**config.mk**
```make
export PLATFORM = sky130hd
export DESIGN_NAME = reg_dump_ctrl_flat
export DESIGN_NICKNAME = d
export VERILOG_FILES = /design/src/rtl/lc3_pkg.sv /design/src/rtl/reg_dump_ctrl_if.sv /design/src/rtl/reg_dump_ctrl.sv /design/src/flat_wrapper.sv
export SDC_FILE = /design/constraint.sdc
export NUM_CORES = 1
export LEC_CHECK = 0
export ABC_AREA = 1
export BUFFER_PORTS_ARGS = -buffer_cell sky130_fd_sc_hd__buf_4
export CAP_MARGIN = 5
export CELL_PAD_IN_SITES_DETAIL_PLACEMENT = 1
export CELL_PAD_IN_SITES_GLOBAL_PLACEMENT = 1
export CORE_MARGIN = 2
export CORE_UTILIZATION = 33
export CTS_CLUSTER_SIZE = 12
export DETAILED_ROUTE_END_ITERATION = 6
export PLACE_DENSITY_LB_ADDON = 0.2
export SETUP_SLACK_MARGIN = 0.2
export SLEW_MARGIN = 20
export SYNTH_ARGS = -nofsm -noshare
export SYNTH_HDL_FRONTEND = slang
export SYNTH_SLANG_ARGS = --single-unit
```
**constraint.sdc**
```tcl
create_clock -name Clk -period 1.63 [get_ports Clk]
set_input_delay 0.2445 -clock Clk [delete_from_list [all_inputs] [get_ports Clk]]
set_output_delay 0.2445 -clock Clk [all_outputs]
set_load 0.01 [all_outputs]
```
**src/rtl/lc3_pkg.sv**
```systemverilog
// Shared LC-3 definitions for the register dump block.
// Holds the dump FSM state encoding and default datapath widths.
package lc3_pkg;

    localparam int DEF_DATA_W = 16;
    localparam int DEF_ADDR_W = 3;

    typedef enum logic [1:0] {
        IDLE = 2'd0,
        REQ  = 2'd1,
        SEND = 2'd2,
        FIN  = 2'd3
    } dump_state_t;

endpackage

```
**src/rtl/reg_dump_ctrl_if.sv**
```systemverilog
// Register-file read-port arbitration plus the dumped-word output stream.
// master = dump controller, slave = register file/arbiter and word consumer.
interface reg_dump_ctrl_if #(
    parameter int DATA_W = 16,
    parameter int ADDR_W = 3
);
    logic              Reg_Req;
    logic              Reg_Gnt;
    logic [ADDR_W-1:0] Rd_Sel;
    logic [DATA_W-1:0] Rd_Data;
    logic [DATA_W-1:0] Out_Data;
    logic [ADDR_W-1:0] Out_Idx;
    logic              Out_Valid;
    logic              Out_Ready;

    modport master (
        output Reg_Req, Rd_Sel, Out_Data, Out_Idx, Out_Valid,
        input  Reg_Gnt, Rd_Data, Out_Ready
    );

    modport slave (
        input  Reg_Req, Rd_Sel, Out_Data, Out_Idx, Out_Valid,
        output Reg_Gnt, Rd_Data, Out_Ready
    );
endinterface

```
**src/rtl/reg_dump_ctrl.sv**
```systemverilog
// Purpose: walk R0..R[NUM_REGS-1] through a shared read port and stream each word out.
// Latency: 2 cycles per word minimum (REQ+grant, SEND+ready); Done 2*NUM_REGS+1 cycles after first REQ.
// Backpressure: word held stable in SEND until Out_Ready; no grant keeps it waiting in REQ.
module reg_dump_ctrl
    import lc3_pkg::*;
#(
    parameter int NUM_REGS = 8,
    parameter int DATA_W   = DEF_DATA_W,
    parameter int ADDR_W   = DEF_ADDR_W
) (
    input  logic            Clk,
    input  logic            Reset_n,
    input  logic            Start,
    output logic            Busy,
    output logic            Done,
    reg_dump_ctrl_if.master bus
);

    localparam logic [ADDR_W-1:0] LAST_IDX = ADDR_W'(NUM_REGS - 1);

    dump_state_t       state, state_nxt;
    logic [ADDR_W-1:0] idx, idx_nxt;
    logic [ADDR_W-1:0] out_idx_q, out_idx_nxt;
    logic [DATA_W-1:0] out_data_q, out_data_nxt;
    logic              out_vld_q, out_vld_nxt;

    always_ff @(posedge Clk or negedge Reset_n) begin
        if (!Reset_n) begin
            state      <= IDLE;
            idx        <= '0;
            out_idx_q  <= '0;
            out_data_q <= '0;
            out_vld_q  <= 1'b0;
        end else begin
            state      <= state_nxt;
            idx        <= idx_nxt;
            out_idx_q  <= out_idx_nxt;
            out_data_q <= out_data_nxt;
            out_vld_q  <= out_vld_nxt;
        end
    end

    always_comb begin
        state_nxt    = state;
        idx_nxt      = idx;
        out_idx_nxt  = out_idx_q;
        out_data_nxt = out_data_q;
        out_vld_nxt  = out_vld_q;
        case (state)
            IDLE: begin
                if (Start) begin
                    idx_nxt   = '0;
                    state_nxt = REQ;
                end
            end
            REQ: begin
                // Capture only here, so a grant held high never double-captures.
                if (bus.Reg_Gnt) begin
                    out_data_nxt = bus.Rd_Data;
                    out_idx_nxt  = idx;
                    out_vld_nxt  = 1'b1;
                    state_nxt    = SEND;
                end
            end
            SEND: begin
                if (out_vld_q && bus.Out_Ready) begin
                    out_vld_nxt = 1'b0;
                    if (idx == LAST_IDX) begin
                        state_nxt = FIN;
                    end else begin
                        idx_nxt   = idx + 1'b1;
                        state_nxt = REQ;
                    end
                end
            end
            FIN: begin
                state_nxt = IDLE;
            end
            default: begin
                state_nxt = IDLE;
            end
        endcase
    end

    assign bus.Reg_Req   = (state == REQ);
    assign bus.Rd_Sel    = (state == REQ) ? idx : '0;
    assign bus.Out_Data  = out_data_q;
    assign bus.Out_Idx   = out_idx_q;
    assign bus.Out_Valid = out_vld_q;
    assign Busy          = (state != IDLE);
    assign Done          = (state == FIN);

endmodule

```
**src/flat_wrapper.sv**
```systemverilog
// flat-port wrapper written by rule: the top's interface ports become plain ports
module reg_dump_ctrl_flat import lc3_pkg::*;
#(
    parameter int NUM_REGS = 8,
    parameter int DATA_W   = DEF_DATA_W,
    parameter int ADDR_W   = DEF_ADDR_W
)
  (Clk, Reset_n, Start, Busy, Done, bus_Reg_Req, bus_Rd_Sel, bus_Out_Data, bus_Out_Idx, bus_Out_Valid, bus_Reg_Gnt, bus_Rd_Data, bus_Out_Ready);
  reg_dump_ctrl_if #(.DATA_W(DATA_W), .ADDR_W(ADDR_W)) bus_i ();
  input  logic Clk;
  input  logic Reset_n;
  input  logic Start;
  output logic Busy;
  output logic Done;
  output wire logic [$bits(bus_i.Reg_Req)-1:0] bus_Reg_Req;
  output wire logic [$bits(bus_i.Rd_Sel)-1:0] bus_Rd_Sel;
  output wire logic [$bits(bus_i.Out_Data)-1:0] bus_Out_Data;
  output wire logic [$bits(bus_i.Out_Idx)-1:0] bus_Out_Idx;
  output wire logic [$bits(bus_i.Out_Valid)-1:0] bus_Out_Valid;
  input wire logic [$bits(bus_i.Reg_Gnt)-1:0] bus_Reg_Gnt;
  input wire logic [$bits(bus_i.Rd_Data)-1:0] bus_Rd_Data;
  input wire logic [$bits(bus_i.Out_Ready)-1:0] bus_Out_Ready;
  assign bus_Reg_Req = bus_i.Reg_Req;
  assign bus_Rd_Sel = bus_i.Rd_Sel;
  assign bus_Out_Data = bus_i.Out_Data;
  assign bus_Out_Idx = bus_i.Out_Idx;
  assign bus_Out_Valid = bus_i.Out_Valid;
  assign bus_i.Reg_Gnt = bus_Reg_Gnt;
  assign bus_i.Rd_Data = bus_Rd_Data;
  assign bus_i.Out_Ready = bus_Out_Ready;
  reg_dump_ctrl #(.NUM_REGS(NUM_REGS), .DATA_W(DATA_W), .ADDR_W(ADDR_W)) u_core (.Clk(Clk), .Reset_n(Reset_n), .Start(Start), .Busy(Busy), .Done(Done), .bus(bus_i));
endmodule
```
==> results of run 1 <==
[Yosys cell counts (2+ instances only)]
library cell   n
dfrtp_1       25
nand3_1       20
nand2_1       48
inv_1          8
ha_1           2
nand4_1        3
buf_6          3
o21ai_2        3
nor2_1         9
[cells by family (layout without fill, tap and decap cells)]
| group | Yosys count | count (layout) |
|---|---|---|
| fa+ha+maj | 2 | 2 |
| compound gates | 5 | 5 |
| simple gates | 83 | 83 |
| flops | 25 | 25 |
| buf+inv | 15 | 72 |
[per-stage QoR]
stage                     std cells  cell area (um2)  setup WS [ps]  total power [W]
after floorplan                 130             1150          230.6         0.001811
after global placement          217             1508          181.6         0.002323
final                           233             1712          219.9         0.002980
after CTS                       229             1615          200.5         0.002818
after detailed placement        217             1508          2.936         0.002386
after global routing            233             1712          174.9         0.003248
[sequential cells by signal, summed over array words and instances (netlist names)]
| signal | cells |
|---|---|
| u_core.bus.Out_Data | 16 |
| u_core.state | 2 |
| u_core.bus.Out_Idx | 3 |
| u_core.bus.Out_Valid | 1 |
| u_core.idx | 3 |
[final timing paths]
path,endpoint,cells past startpoint,startpoint,slack [ps]
worst min-delay path,u_core.bus.Out_Data[10]$_DFFE_PN0P_,3,bus_Rd_Data[10],150
min in group asynchronous,u_core.bus.Out_Idx[0]$_DFFE_PN0P_,2,Reset_n,340
worst max register to register,u_core.idx[1]$_DFFE_PN0P_,6,u_core.idx[0]$_DFFE_PN0P_,290
worst min register to register,u_core.bus.Out_Data[12]$_DFFE_PN0P_,2,u_core.bus.Out_Data[12]$_DFFE_PN0P_,490
worst max-delay path,bus_Rd_Sel[1],4,u_core.state[1]$_DFFE_PN0P_,220
max in group asynchronous,u_core.state[1]$_DFFE_PN0P_,2,Reset_n,1030
[routing by layer]
| layer | track usage [%] | part of all wire (%) | vias up |
|---|---|---|---|
| met2 | 30.85 | 51 | 36 |
| met3 | 4.324 | 6.3 | 4 |
| met4 | 5.000 | 1.4 | 0 |
| met1 | 20.23 | 41 | 509 |
| met5 | 0 | 0 | - |
| li1 | - | - | 530 |
[where the power goes]
group	internal [W]	switching, W
sequential	0.000882	0.000182
clock	0.0000919	0.000191
combinational	0.000755	0.000878
[worst register-to-register path, delay by kind of cell, from the launching register on]
kind / cells / cell delay (ps)
DFF: 1 / 420
AOI/OAI and AO/OA: 1 / 190
adders and majority gates: 2 / 370
and+or+nand+nor: 3 / 260
[cell type report]
type                            instances  area share, %
Inverter                               10          2.778
Timing Repair Buffer                   58          26.68
Multi-Input combinational cell         90          28.87
Clock inverter                          1         0.2924
Tap cell                               46          3.363
Sequential cell                        25          36.70
Clock buffer                            3          1.316
[what timing repair did]
item                       CTS  global route
pin swaps                    3             3
cloned                       0             0
hold buffers                 1             0
resized for setup            8            16
hold endpoints to repair    25             0
setup endpoints to repair    8            24
setup buffers                7             4
==> flow_summary_export.csv, run 1 <==
group,metric,value,unit
timing,hold_viol,0,
routing,drt-wirelength-per-cell,13.79,um
cts,cts_buffer_depth,2,
logic_synthesis,synth_fa_ha_area_share,2.176,%
timing,fin_setup_tns,0,ps
routing,drt_iter0_markers,23,
floorplanning,start_util,34.46,%
timing,slew_headroom,78.67,%
cts,cts.clk_slew.worst_paths,140,ps
layout,multi_input_area,494.2,um2
layout,antenna_cells,0,
logic_synthesis,synthTopCellsByArea,"dfrtp_1 54%, nand2_1 16%, nand3_1 8.7%",
worst_setup_path,worstSetupPathType,"register to output port",
floorplanning,core_area,3337,um2
grt,grt_usage,17.25,%
cts,h-tree-depth,1,
worst_setup_path,worst_ep_required_time,1390,ps
logic_synthesis,async_flop_share,100.0,%
worst_setup_path,cp_num_buf_inv,2,
timing,worst_pin_slew,320.0,ps
grt,gr-total-overflow,0,
worst_setup_path,cp_top_family,"flip-flops",
floorplanning,io_pins,47,
logic_synthesis,ys_seq_area_share,54.41,%
placement,place.gp.congestion,0.8005,
floorplanning,die_area,3973,um2
logic_synthesis,yosys_warnings,0,
logic_synthesis,yosysTopAreaCell,"dfrtp_1",
timing,clock-skew-final,7.499,ps
routing,routed_wirelength,3213,um
logic_synthesis,synth_cells,130,
cts,clk_latency,320,ps
worst_setup_path,cp_cell_sequence,"inv_4, nand2_8, nor2_4, buf_4",
worst_setup_path,setup.worst_path.end_class,"output port",
layout,final_common_cell,"buf_4",
logic_synthesis,syn_nets,153,
grt,grt_pass1_wl,5375,um
grt,first_global_vias,1137,
cts,cts_tree,"yes",
routing,drtPass1Iterations,2,
power_and_ir_drop,p_per_area,1741,nW/um2
logic_synthesis,ys.flop_type,"dfrtp_1",
floorplanning,die_x,63.03,um
grt,antenna_found_initial,0,
run,cap_violations,0,
timing,maxSlewViolCount,0,
worst_setup_path,max_stage_delay,470,ps
placement,portBuffers,46,
cts,clockRootBuffer,"clkbuf_4",
routing,via_per_inst,4.631,
placement,dpl.hpwl,2141,um
logic_synthesis,synthXorXnorAreaFrac,0,%
layout,final_nets,211,
cts,cts_buffers,3,
layout,seqCellArea,628.1,um2
logic_synthesis,synth_seq_cells,25,
logic_synthesis,synth_top_family_by_area,"simple AND/OR/NAND/NOR gates",
worst_setup_path,crit_arrival,1170,ps
logic_synthesis,avgSynthCellArea,8.845,um2
layout,final_cell_mix,"52 x buf_4, 48 x nand2_1, 23 x dfrtp_1, 20 x nand3_1, 6 x nor2_1",
grt,grt_max_degree,26,
floorplanning,fp.dieH,63.03,um
worst_setup_path,cp_max_fo,5,
cts,cts.sinks,25,
floorplanning,placementRows,21,
worst_setup_path,critPathLaunchType,"register",
layout,num-fill-cells,413,
logic_synthesis,yosys.area_share.simple,32.54,%
logic_synthesis,synth_area,1150,um2
logic_synthesis,synth_top_cell_area_share,54.41,%
status,outcome,"completed",
routing,ant_nets,0,
timing,clock.fmax,709.1,MHz
routing,vias,1079,
routing,drc,0,
timing,min_period,1410,ps
hold_path,hp-class,"input port to register",
timing,setup_violations,0,
logic_synthesis,synth-edff-count,0,
power_and_ir_drop,p_leak,0.9071,nW
logic_synthesis,ys_types,18,
layout,area_delta_synth_final,48.86,%
power_and_ir_drop,peakVddDrop,0.7173,mV
timing,timing.final.crit_share,86.51,%
timing,rsz0062_at_grt,"yes",
logic_synthesis,synth_compound_area_share,3.264,%
layout,drive_gt1_share,42.78,%
timing,holdWs,145.3,ps
logic_synthesis,synth_mux_area_share,0,%
worst_setup_path,crit_path_top_delay_cell,"dfrtp_2",
layout,finish.utilization,51.29,%
Power figures use the tool's default switching activity.
==> inputs of run 2 (changes only) <==
- CORE_MARGIN: 2 -> 1.5
==> run 2 against run 1 <==
Net effect:
- sequential share of layout area is 0.91 points higher
- worst hold slack improved by 8.5 ps
- total power down 3.0%
- critical path depth is the same
- clock power hardly changed
- die area decreased by 3.1%
- cell area is 2.4% lower
- setup slack worse by 11 ps
- register-to-register slack got worse by 30 ps
- combinational power is 6% lower
- non-clock buffer count is 3 lower
- core utilization shrank 1.2 points
- highest routed layer unchanged
==> flow_summary_export.csv, run 2 (same netlist as run 1, synthesis figures left out) <==
group,metric,value,unit
timing,maxSlewViolCount,0,
layout,drive_gt1_share,41.30,%
placement,portBuffers,46,
grt,grt_pass1_wl,4574,um
power_and_ir_drop,p_per_area,1731,nW/um2
timing,setup_violations,0,
routing,dr_wl_met3,204,um
worst_setup_path,r2r_slack,260,ps
floorplanning,start_util,34.46,%
routing,top_layer,"met4",
run,cap_violations,0,
timing,slew_headroom,77.98,%
power_and_ir_drop,p_seq_share,37.1,%
power_and_ir_drop,p_switching,0.001212,W
layout,largest_reg_flops,16,
power_and_ir_drop,p_leak,0.8832,nW
worst_setup_path,worst_ep_required_time,1390,ps
grt,first_global_vias,988,
grt,grt_usage,16.31,%
cts,cts.sinks,25,
timing,hold_viol,0,
hold_path,hp-class,"input port to register",
worst_setup_path,setup.worst_path.end_class,"output port",
cts,cts_tree,"yes",
worst_setup_path,critPathLaunchType,"register",
routing,wl_met1,1296,um
worst_setup_path,crit_arrival,1180,ps
timing,clock.fmax,703.5,MHz
timing,clock-skew-final,0.6068,ps
routing,dr_wl_met2,1524,um
layout,area_delta_synth_final,45.27,%
routing,drt-wirelength-per-cell,13.22,um
floorplanning,fp.dieH,62.03,um
power_and_ir_drop,switching_share,41.89,%
floorplanning,die_area,3848,um2
worst_setup_path,cp_max_fo,5,
floorplanning,placementRows,21,
grt,grt_max_degree,26,
grt,antenna_found_initial,0,
hold_path,hold_end,"u_core.bus.Out_Data[7]$_DFFE_PN0P_",
worst_setup_path,worstSetupPathType,"register to output port",
hold_path,hp-start,"bus_Rd_Data[7]",
timing,fin_setup_tns,0,ps
layout,final_common_cell,"buf_4",
cts,cts_buffers,3,
placement,dpl.hpwl,2090,um
layout,fin_cells,230,
status,outcome,"completed",
cts,clk_latency,310,ps
timing,timing.final.crit_share,87.20,%
timing,worst_pin_slew,330.2,ps
routing,drtPass1Iterations,5,
power_and_ir_drop,p_clk_share,9.7,%
worst_setup_path,max_stage_delay,470,ps
routing,ant_nets,0,
cts,h-tree-depth,1,
timing,min_period,1421,ps
power_and_ir_drop,combPwrFrac,53.2,%
worst_setup_path,timing.rr.start,"u_core.idx[0]$_DFFE_PN0P_",
routing,routed_wirelength,3040,um
routing,drt_iter0_markers,15,
worst_setup_path,crit_path_top_delay_cell,"dfrtp_2",
placement,dp.cells,217,
cts,cts.clk_slew.worst_paths,140,ps
cts,cts_buffer_depth,2,
floorplanning,core_area,3337,um2
grt,gr-total-overflow,0,
floorplanning,io_pins,47,
floorplanning,die_x,62.03,um
hold_path,whs_path_depth,3,
timing,rsz0062_at_grt,"yes",
worst_setup_path,rr_worst_depth,6,
routing,drc,0,
power_and_ir_drop,p_int,0.001680,W
routing,vias,1075,
power_and_ir_drop,peakVddDrop,0.6532,mV
worst_setup_path,cp_cell_sequence,"inv_4, nand2_8, nor2_2, buf_4",
cts,clockRootBuffer,"clkbuf_4",
routing,via_per_inst,4.674,
placement,place.gp.congestion,0.8158,
layout,antenna_cells,0,
layout,final_nets,208,
worst_setup_path,r2r-end,"u_core.idx[0]$_DFFE_PN0P_",
layout,final_cell_mix,"52 x buf_4, 47 x nand2_1, 23 x dfrtp_1, 20 x nand3_1, 7 x inv_1",
-- run 2: metal layers --
| metal | up-vias | global-route usage [%] |
|---|---|---|
| met5 | - | 0 |
| met4 | 0 | 4.559 |
| met3 | 2 | 3.934 |
| met2 | 32 | 26.64 |
| met1 | 518 | 21.63 |
| li1 | 523 | - |
-- run 2: area by class of cell --
| cell class | count | area [um2] |
|---|---|---|
| flip-flops and latches | 25 | 628.1 |
| well taps | 46 | 57.56 |
| multi-input cells | 90 | 484.2 |
| fillers | 404 | 1667 |
| inverters | 10 | 47.55 |
| repair buffers | 55 | 422.9 |
| clock buffers | 3 | 22.52 |
| clock inverters | 1 | 7.507 |
-- run 2: power groups by stage --
| stage | Sequential, W | Clock [W] | Combinational, W |
|---|---|---|---|
| after floorplan | 0.00115 | 0 | 0.000661 |
| after global placement | 0.00106 | 0 | 0.00126 |
| after detailed placement | 0.00108 | 0 | 0.00130 |
| after CTS | 0.00106 | 0.000298 | 0.00145 |
| after global routing | 0.00111 | 0.000320 | 0.00171 |
| final | 0.00107 | 0.000281 | 0.00154 |
-- run 2: worst max-delay path by stage --
stage               depth (start not counted)                         to                        start  slack, ps
floorplan                                   6  u_core.idx[0]$_DFFE_PN0P_    u_core.idx[0]$_DFFE_PN0P_        230
global placement                            6  u_core.idx[2]$_DFFE_PN0P_    u_core.idx[0]$_DFFE_PN0P_        190
detailed placement                          6  u_core.idx[0]$_DFFE_PN0P_    u_core.idx[0]$_DFFE_PN0P_         20
CTS                                         6  u_core.idx[0]$_DFFE_PN0P_    u_core.idx[0]$_DFFE_PN0P_        190
global route                                4              bus_Rd_Sel[0]  u_core.state[1]$_DFFE_PN0P_        140
finish                                      4              bus_Rd_Sel[0]  u_core.state[1]$_DFFE_PN0P_        210
-- run 2: metrics by stage --
step	worst slack [ps]	total power, W	cell area (um2)	hold slack, ps	util (%)
6_report	208.6	0.002892	1670	153.8	50.06
3_5_place_dp	22.97	0.002383	1508	170.7	45.18
2_1_floorplan	230.6	0.001811	1150	-51.09	-
5_1_grt	139.1	0.003146	1670	139.0	50.06
4_1_cts	194.5	0.002809	1604	141.4	48.07
3_3_place_gp	188.1	0.002319	1508	168.1	45.18
-- run 2: repair_timing --
| action | CTS | global route |
|---|---|---|
| resized for setup | 8 | 10 |
| gates cloned | 0 | 0 |
| setup buffers | 5 | 3 |
| setup endpoints to repair | 8 | 11 |
| pin swaps | 1 | 3 |
| endpoints found under the hold margin | 25 | 0 |
| hold buffers | 1 | 0 |
-- run 2: critical path, delay by kind of cell (launching register included) --
kind / cells / cell delay [ps]
AND/OR/NAND/NOR: 2 / 180
buffers and inverters: 2 / 210
flip-flops: 1 / 470
